<file path="src/rtl/traffic_phase_scheduler.sv">
// Five-phase round-robin intersection scheduler: four vehicle phases plus a latched
// pedestrian walk phase, with min/max green, yellow, all-red clearance and walk timing.
module traffic_phase_scheduler #(
  parameter int unsigned GREEN_MIN = 5,
  parameter int unsigned GREEN_MAX = 10,
  parameter int unsigned YELLOW_T  = 2,
  parameter int unsigned ALLRED_T  = 1,
  parameter int unsigned WALK_T    = 8,
  parameter int unsigned CNT_W     = 8
) (
  input  logic       clk,
  input  logic       reset_n,
  input  logic       ew_str_sensor,
  input  logic       ew_left_sensor,
  input  logic       ns_str_sensor,
  input  logic       ns_left_sensor,
  input  logic       ped_button,
  output logic [1:0] ew_str_light,
  output logic [1:0] ew_left_light,
  output logic [1:0] ns_str_light,
  output logic [1:0] ns_left_light,
  output logic       walk,
  output logic [2:0] active_phase
);

  localparam logic [1:0] LT_RED = 2'b00;
  localparam logic [1:0] LT_YEL = 2'b01;
  localparam logic [1:0] LT_GRN = 2'b10;
  localparam logic [2:0] PH_PED  = 3'd4;
  localparam logic [2:0] PH_NONE = 3'd7;

  localparam logic [CNT_W-1:0] GMIN_LAST = CNT_W'(GREEN_MIN - 1);
  localparam logic [CNT_W-1:0] GMAX_LAST = CNT_W'(GREEN_MAX - 1);
  localparam logic [CNT_W-1:0] YEL_LAST  = CNT_W'(YELLOW_T - 1);
  localparam logic [CNT_W-1:0] CLR_LAST  = CNT_W'(ALLRED_T - 1);
  localparam logic [CNT_W-1:0] WALK_LAST = CNT_W'(WALK_T - 1);

  typedef enum logic [2:0] {S_IDLE, S_GREEN, S_YELLOW, S_CLEAR, S_WALK} state_e;

  state_e           state_q, state_d;
  logic [CNT_W-1:0] timer_q, timer_d, timer_inc;
  logic [2:0]       last_q, last_d;
  logic             ped_pend_q, ped_pend_d;
  logic [3:0][1:0]  light_q, light_d;
  logic             walk_q, walk_d;
  logic [2:0]       active_q, active_d;

  logic [4:0] req;
  logic [3:0] pick;
  logic       arb, ped_grant, own_req, other_req;

  // First requester after `last`, wrapping over the five phases; bit 3 flags a hit.
  function automatic logic [3:0] rr_pick(input logic [4:0] r, input logic [2:0] last);
    logic [3:0] res;
    logic [2:0] idx;
    res = 4'b0000;
    idx = last;
    for (int k = 0; k < 5; k++) begin
      idx = (idx == 3'd4) ? 3'd0 : idx + 3'd1;
      if (!res[3] && r[idx]) res = {1'b1, idx};
    end
    return res;
  endfunction

  assign req       = {ped_pend_q, ns_left_sensor, ns_str_sensor, ew_left_sensor, ew_str_sensor};
  assign pick      = rr_pick(req, last_q);
  assign own_req   = req[last_q];
  assign other_req = |(req & ~(5'b00001 << last_q));
  assign timer_inc = (timer_q == '1) ? timer_q : timer_q + CNT_W'(1);

  always_ff @(posedge clk or negedge reset_n) begin
    if (!reset_n) begin
      state_q    <= S_IDLE;
      timer_q    <= '0;
      last_q     <= PH_PED;
      ped_pend_q <= 1'b0;
      light_q    <= '0;
      walk_q     <= 1'b0;
      active_q   <= PH_NONE;
    end else begin
      state_q    <= state_d;
      timer_q    <= timer_d;
      last_q     <= last_d;
      ped_pend_q <= ped_pend_d;
      light_q    <= light_d;
      walk_q     <= walk_d;
      active_q   <= active_d;
    end
  end

  always_comb begin
    state_d   = state_q;
    timer_d   = timer_q;
    last_d    = last_q;
    arb       = 1'b0;
    ped_grant = 1'b0;
    light_d   = '0;
    walk_d    = 1'b0;
    active_d  = PH_NONE;

    unique case (state_q)
      S_IDLE: arb = 1'b1;
      S_GREEN: begin
        if ((timer_q >= GMIN_LAST && !own_req) || (timer_q >= GMAX_LAST && other_req)) begin
          state_d = S_YELLOW;
          timer_d = '0;
        end else begin
          timer_d = timer_inc;
        end
      end
      S_YELLOW: begin
        if (timer_q == YEL_LAST) begin
          state_d = S_CLEAR;
          timer_d = '0;
        end else begin
          timer_d = timer_inc;
        end
      end
      S_WALK: begin
        if (timer_q == WALK_LAST) begin
          state_d = S_CLEAR;
          timer_d = '0;
        end else begin
          timer_d = timer_inc;
        end
      end
      S_CLEAR: begin
        if (timer_q == CLR_LAST) arb = 1'b1;
        else                     timer_d = timer_inc;
      end
      default: state_d = S_IDLE;
    endcase

    if (arb) begin
      timer_d = '0;
      if (pick[3]) begin
        last_d    = pick[2:0];
        ped_grant = (pick[2:0] == PH_PED);
        state_d   = ped_grant ? S_WALK : S_GREEN;
      end else begin
        state_d = S_IDLE;
      end
    end

    ped_pend_d = (ped_pend_q & ~ped_grant) | ped_button;

    // Registered light heads follow the state being entered.
    unique case (state_d)
      S_GREEN: begin
        light_d[last_d[1:0]] = LT_GRN;
        active_d             = last_d;
      end
      S_YELLOW: begin
        light_d[last_d[1:0]] = LT_YEL;
        active_d             = last_d;
      end
      S_WALK: begin
        walk_d   = 1'b1;
        active_d = PH_PED;
      end
      default: light_d = {4{LT_RED}};
    endcase
  end

  assign ew_str_light  = light_q[0];
  assign ew_left_light = light_q[1];
  assign ns_str_light  = light_q[2];
  assign ns_left_light = light_q[3];
  assign walk          = walk_q;
  assign active_phase  = active_q;

endmodule

</file>
<file path="config.mk">
export PLATFORM = sky130hd
export DESIGN_NAME = traffic_phase_scheduler
export DESIGN_NICKNAME = d
export VERILOG_FILES = /design/src/rtl/traffic_phase_scheduler.sv
export SDC_FILE = /design/constraint.sdc
export NUM_CORES = 1
export LEC_CHECK = 0
export BUFFER_PORTS_ARGS = -buffer_cell sky130_fd_sc_hd__buf_4
export CAP_MARGIN = 20
export CORE_MARGIN = 1
export CORE_UTILIZATION = 39
export DETAILED_ROUTE_END_ITERATION = 10
export PLACE_DENSITY = 0.56
export SYNTH_ARGS = -nofsm -noshare
export SYNTH_HDL_FRONTEND = slang
export SYNTH_SLANG_ARGS = --single-unit
</file>
<file path="constraint.sdc">
create_clock -name clk -period 7.97 [get_ports clk]
set_input_delay 1.594 -clock clk [delete_from_list [all_inputs] [get_ports clk]]
set_output_delay 1.594 -clock clk [all_outputs]
set_load 0.05 [all_outputs]
</file>
Yosys cells after proc, flatten, opt, wreduce, memory -nomap -nowiden
Index checks and enable logic that the tools add are counted.
- register bits: 27
- output and inout bits: 12
- input bits: 7
- order comparisons: 10
- bitwise operators: 5
- reduce and logical (&&, ||, !) cells: 20
- mux-type cells: 47
- shift operators: 1
- equal/unequal tests: 17
- $add $sub $neg: 6
- operator list (operator ; count):
    8-bit two-way mux ; 6
    3-bit two-way mux ; 13
    8-bit one-hot mux with 4 select lines ; 1
    3-bit equality test, second input constant ; 8
    3-bit by 4-bit less-than comparator with 1-bit output, second input constant ; 6
    4-bit two-way mux ; 5
    1-bit binary-select mux with 3-bit select ; 6
    8-bit one-hot mux with 2 select lines ; 1
    3-bit by 1-bit adder with 3-bit output, second input constant ; 5
    3-bit one-hot mux with 4 select lines ; 1
    1-bit two-way mux ; 10
    3-bit by 2-bit equality test with 1-bit output, second input constant ; 3
    8-bit by 1-bit adder with 8-bit output, second input constant ; 1
    8-bit by 1-bit equality test with 1-bit output, second input constant ; 1
    8-bit by 3-bit equality test with 1-bit output, second input constant ; 1
    8-bit equality test, second input constant ; 1
    8-bit by 3-bit >= comparator with 1-bit output, second input constant ; 1
    8-bit by 4-bit >= comparator with 1-bit output, second input constant ; 1
    8-bit zero test ; 1
    1-bit logical AND ; 7
    3-bit by 1-bit equality test with 1-bit output, second input constant ; 2
    3-bit one-hot mux with 2 select lines ; 1
    5-bit bitwise AND ; 1
    1-bit zero test ; 5
    other kinds (17) ; 18

Longest topological paths before layout
- depth after elaboration: 24
- gate-level depth with buffers: 20

Worst setup path before layout
No wires, ideal clock.
- path type: reg-to-reg
- from: register last_q[0]
- to: register light_q, in the netlist ns_str_light[1]
- arrival: 4.140 ns
- path buffers: 2
- setup slack: 3.701 ns
- setup time: 0.129 ns
- stages on the path, launching flop included: 20
- cell sequence: dfrtp_1 -> buf_6 -> inv_1 -> ha_1 -> a21oi_1 -> inv_1 -> ha_1 -> nand2b_4 -> a21boi_4 -> ha_1 -> or3b_1 -> mux2i_1 -> nor2_1 -> o31a_1 -> nor4_1 -> o221ai_2 -> o31a_1 -> o32a_1 -> buf_2 -> nor3b_2
- RTL lines (what ; line ; RTL):
    from (decl) ; 42 ; logic [2:0] last_q, last_d;
    from (signal assigned) ; 83 ; last_q <= last_d;
    to (signal assigned) ; 85 ; light_q <= light_d;
    to (decl) ; 44 ; logic [3:0][1:0] light_q, light_d;

==> impl_results.md <==
* Setup skew after layout at 0.00276 ns
* Async SR Flop Fraction at 100%
* Setup slack, reg-to-reg at 2.86 ns
* Vias in the first global route at 2035
* Post-Route WL at 6240 µm
* Die ar. at 6810 µm²
* DP HPWL at 4720 µm
* Fmax at 196 MHz
* Number of synthesized flops with an enable pin at 0
* Initial antenna violation count at 0
* Final WS setup at 2.86 ns
* Final setup vio count at 0
* Status: complete, no violations
* Least-Margin Pin Slew at 0.930 ns
* Critical Path RT at 8.12 ns
* Hold Vio Cnt, Final at 0
* DR WL/cell at 16.6 µm
* Worst slack, placed at 2.99 ns
* Gr ovfl total at 0
* Synth top area cells: dfrtp_1, ha_1, nand2_1
* # diodes at 0
* Setup total negative slack at 0 ns
* TritonCTS clock tree: yes
* H-tree Lvls at 1
* CP Launch Type: flip-flop
* RR Startpoint: last_q[0]
* Max-slew violations at 0
* Site Rows at 28
* Hold endpoint: timer_q[5]
* Total CTS buffers at 3
* Delay-heaviest family, CP: compound AO/OA/AOI/OAI gates
* Global-route wire length before repair at 10400 µm
* Maxcap violations at 0
* Starting DRT DRC Count at 164
* Share of layout cells above drive strength 1 at 22.2%
* Netlist Area Pre-Place at 2530 µm²
* Vias per inst at 6.02
* Crit-path slowest cell: dfrtp_1
* Final period util at 64.1%
* Initial Util at 41.5%
* Ports at 19
* Clock slew at reported path FFs at 0.10 ns
* Netlist cell types at 81
* Root Buffer: clkbuf_8
* Drt drc at 0
* GPL Wtd Cong at 0.897
* Synthesized net count at 312
* Critical path type: flip-flop to flip-flop
* Setup bufs post-CTS at 0
* Reg2reg end: ns_str_light[0]
* Total GRT Usage at 19.6%
* Synth Flop Type: dfrtp_1
* Post-synth top area cell: dfrtp_1
* Worst hold path class: flip-flop to flip-flop
* Sequential area share after synthesis at 26.9%
* Layout fillers at 650
* Final nets at 323
* Syn avg cell area at 8.66 µm²
* CP Capture Type: flip-flop
* WP data arrival at 5.26 ns
* Via count at 2271
* Delay of the slowest cell on the worst path at 0.64 ns
* Layout Area Growth over Synthesis at 7.72%
* Worst Hold Depth at 1
* Skew-Pair Late Insertion Delay at 0.27 ns
* Synth Instances at 292
* Largest net degree at the start of global routing at 28
* Most used cell, CP: ha_1
* Worst-path maximum fanout at 12
* CP Cell Sequence: inv_1 > ha_1 > a21oi_1 > inv_1 > ha_1 > nand2b_4 > a21boi_4 > ha_1 > or3b_1 > mux2i_1 > nor2_1 > o31a_1 > nor4_1 > o221ai_2 > o31a_1 > o32a_1 > nor4b_1
* Buffers on Ports at 18
* Synth top area share at 22.8%
* Synthesized flop and latch total at 27
* Core area at 6100 µm²
* Total of warnings raised by yosys at 0
* Die H at 82.5 µm
* Period minus WS final at 5.11 ns
* Commonest non-fill, non-tap cell in the layout: nand2_1
* Clk sinks at 27
* DRT Pass-1 Iters at 7
* Max_slew headroom at 38.0%
* HP Start: timer_q[5]
* FF-to-FF path depth at 17
* Most frequent cells in the layout: nand2_1, dfrtp_1, nor2_1
* Die Wd at 82.5 µm
* Antenna-violating nets left at 0
* Cts repair resizes at 0
* WP buf/inv at 2
* RSZ-0062 raised after global routing: no
* Clk buf depth at 2
* Hold-fix buffers at CTS at 0
## cells in the mapped netlist, types with 5 or more instances
cell type / count
dfrtp_1: 23
a211oi_1: 5
inv_1: 14
nand3_1: 11
ha_1: 13
mux2i_1: 6
nand2_1: 29
mux2_2: 7
a21o_1: 5
o21ai_0: 14
nor3_1: 12
nor2_1: 20
a21oi_1: 19
a31oi_1: 5
## cells by family (layout without fill, tap and decap cells)
| logic type | after synthesis | count (layout) | synth area share (%) |
|---|---|---|---|
| compound gates | 98 | 98 | 28.7 |
| fa+ha+maj | 13 | 13 | 6.43 |
| buf+inv | 29 | 39 | 6.04 |
| flops | 27 | 27 | 26.9 |
| mux | 17 | 17 | 8.41 |
| simple gates | 108 | 108 | 23.5 |
## per-layer routing
layer  track usage [%]  vias up  share of wire (%)
met3              3.74        8                6.0
li1                  -     1128                  -
met4              1.55        0               0.85
met1              28.9     1056                 49
met2              30.7       79                 44
met5                 0        -                  0
## flip-flops by register name (all words and copies together), names as in the netlist
name           count
last_q             3
ns_str_light       2
ew_str_light       2
timer_q            8
ped_pend_q         1
state_q            3
ew_left_light      2
ns_left_light      2
walk               1
active_phase       3
## per-stage QoR
stage | cell area (µm²) | utilization, % | instances | hold slack, ns
floorplan | 2530 | - | 292 | 0.494
global placement | 2680 | 43.9 | 373 | 0.527
detailed placement | 2680 | 43.9 | 373 | 0.520
CTS | 2720 | 44.7 | 377 | 0.548
global route | 2720 | 44.7 | 377 | 0.590
finish | 2720 | 44.7 | 377 | 0.563
## area by class of cell
cell class	instances	area, µm²	area share (%)
timing repair buffer	19	143	5.24
multi-input combinational	236	1700	62.2
sequential	27	681	25.0
inverter	16	62.6	2.30
clock buffer	3	41.3	1.52
clock inverter	1	7.51	0.276
tap	75	93.8	3.45
## worst max-delay path by stage
| stage | startpoint | end | slack, ns | cells past startpoint |
|---|---|---|---|---|
| after floorplan | last_q[0] | ns_str_light[1] | 3.70 | 19 |
| after CTS | last_q[0] | ns_str_light[0] | 2.97 | 17 |
| after global routing | last_q[0] | ew_str_light[0] | 2.49 | 17 |
| after detailed placement | last_q[0] | ns_str_light[0] | 2.99 | 17 |
| final | last_q[0] | ns_str_light[0] | 2.86 | 17 |
| after global placement | last_q[0] | ew_str_light[0] | 3.09 | 17 |
Power is not shown: default switching activity piles up to over one toggle a cycle in this logic, so the estimate is an artifact.
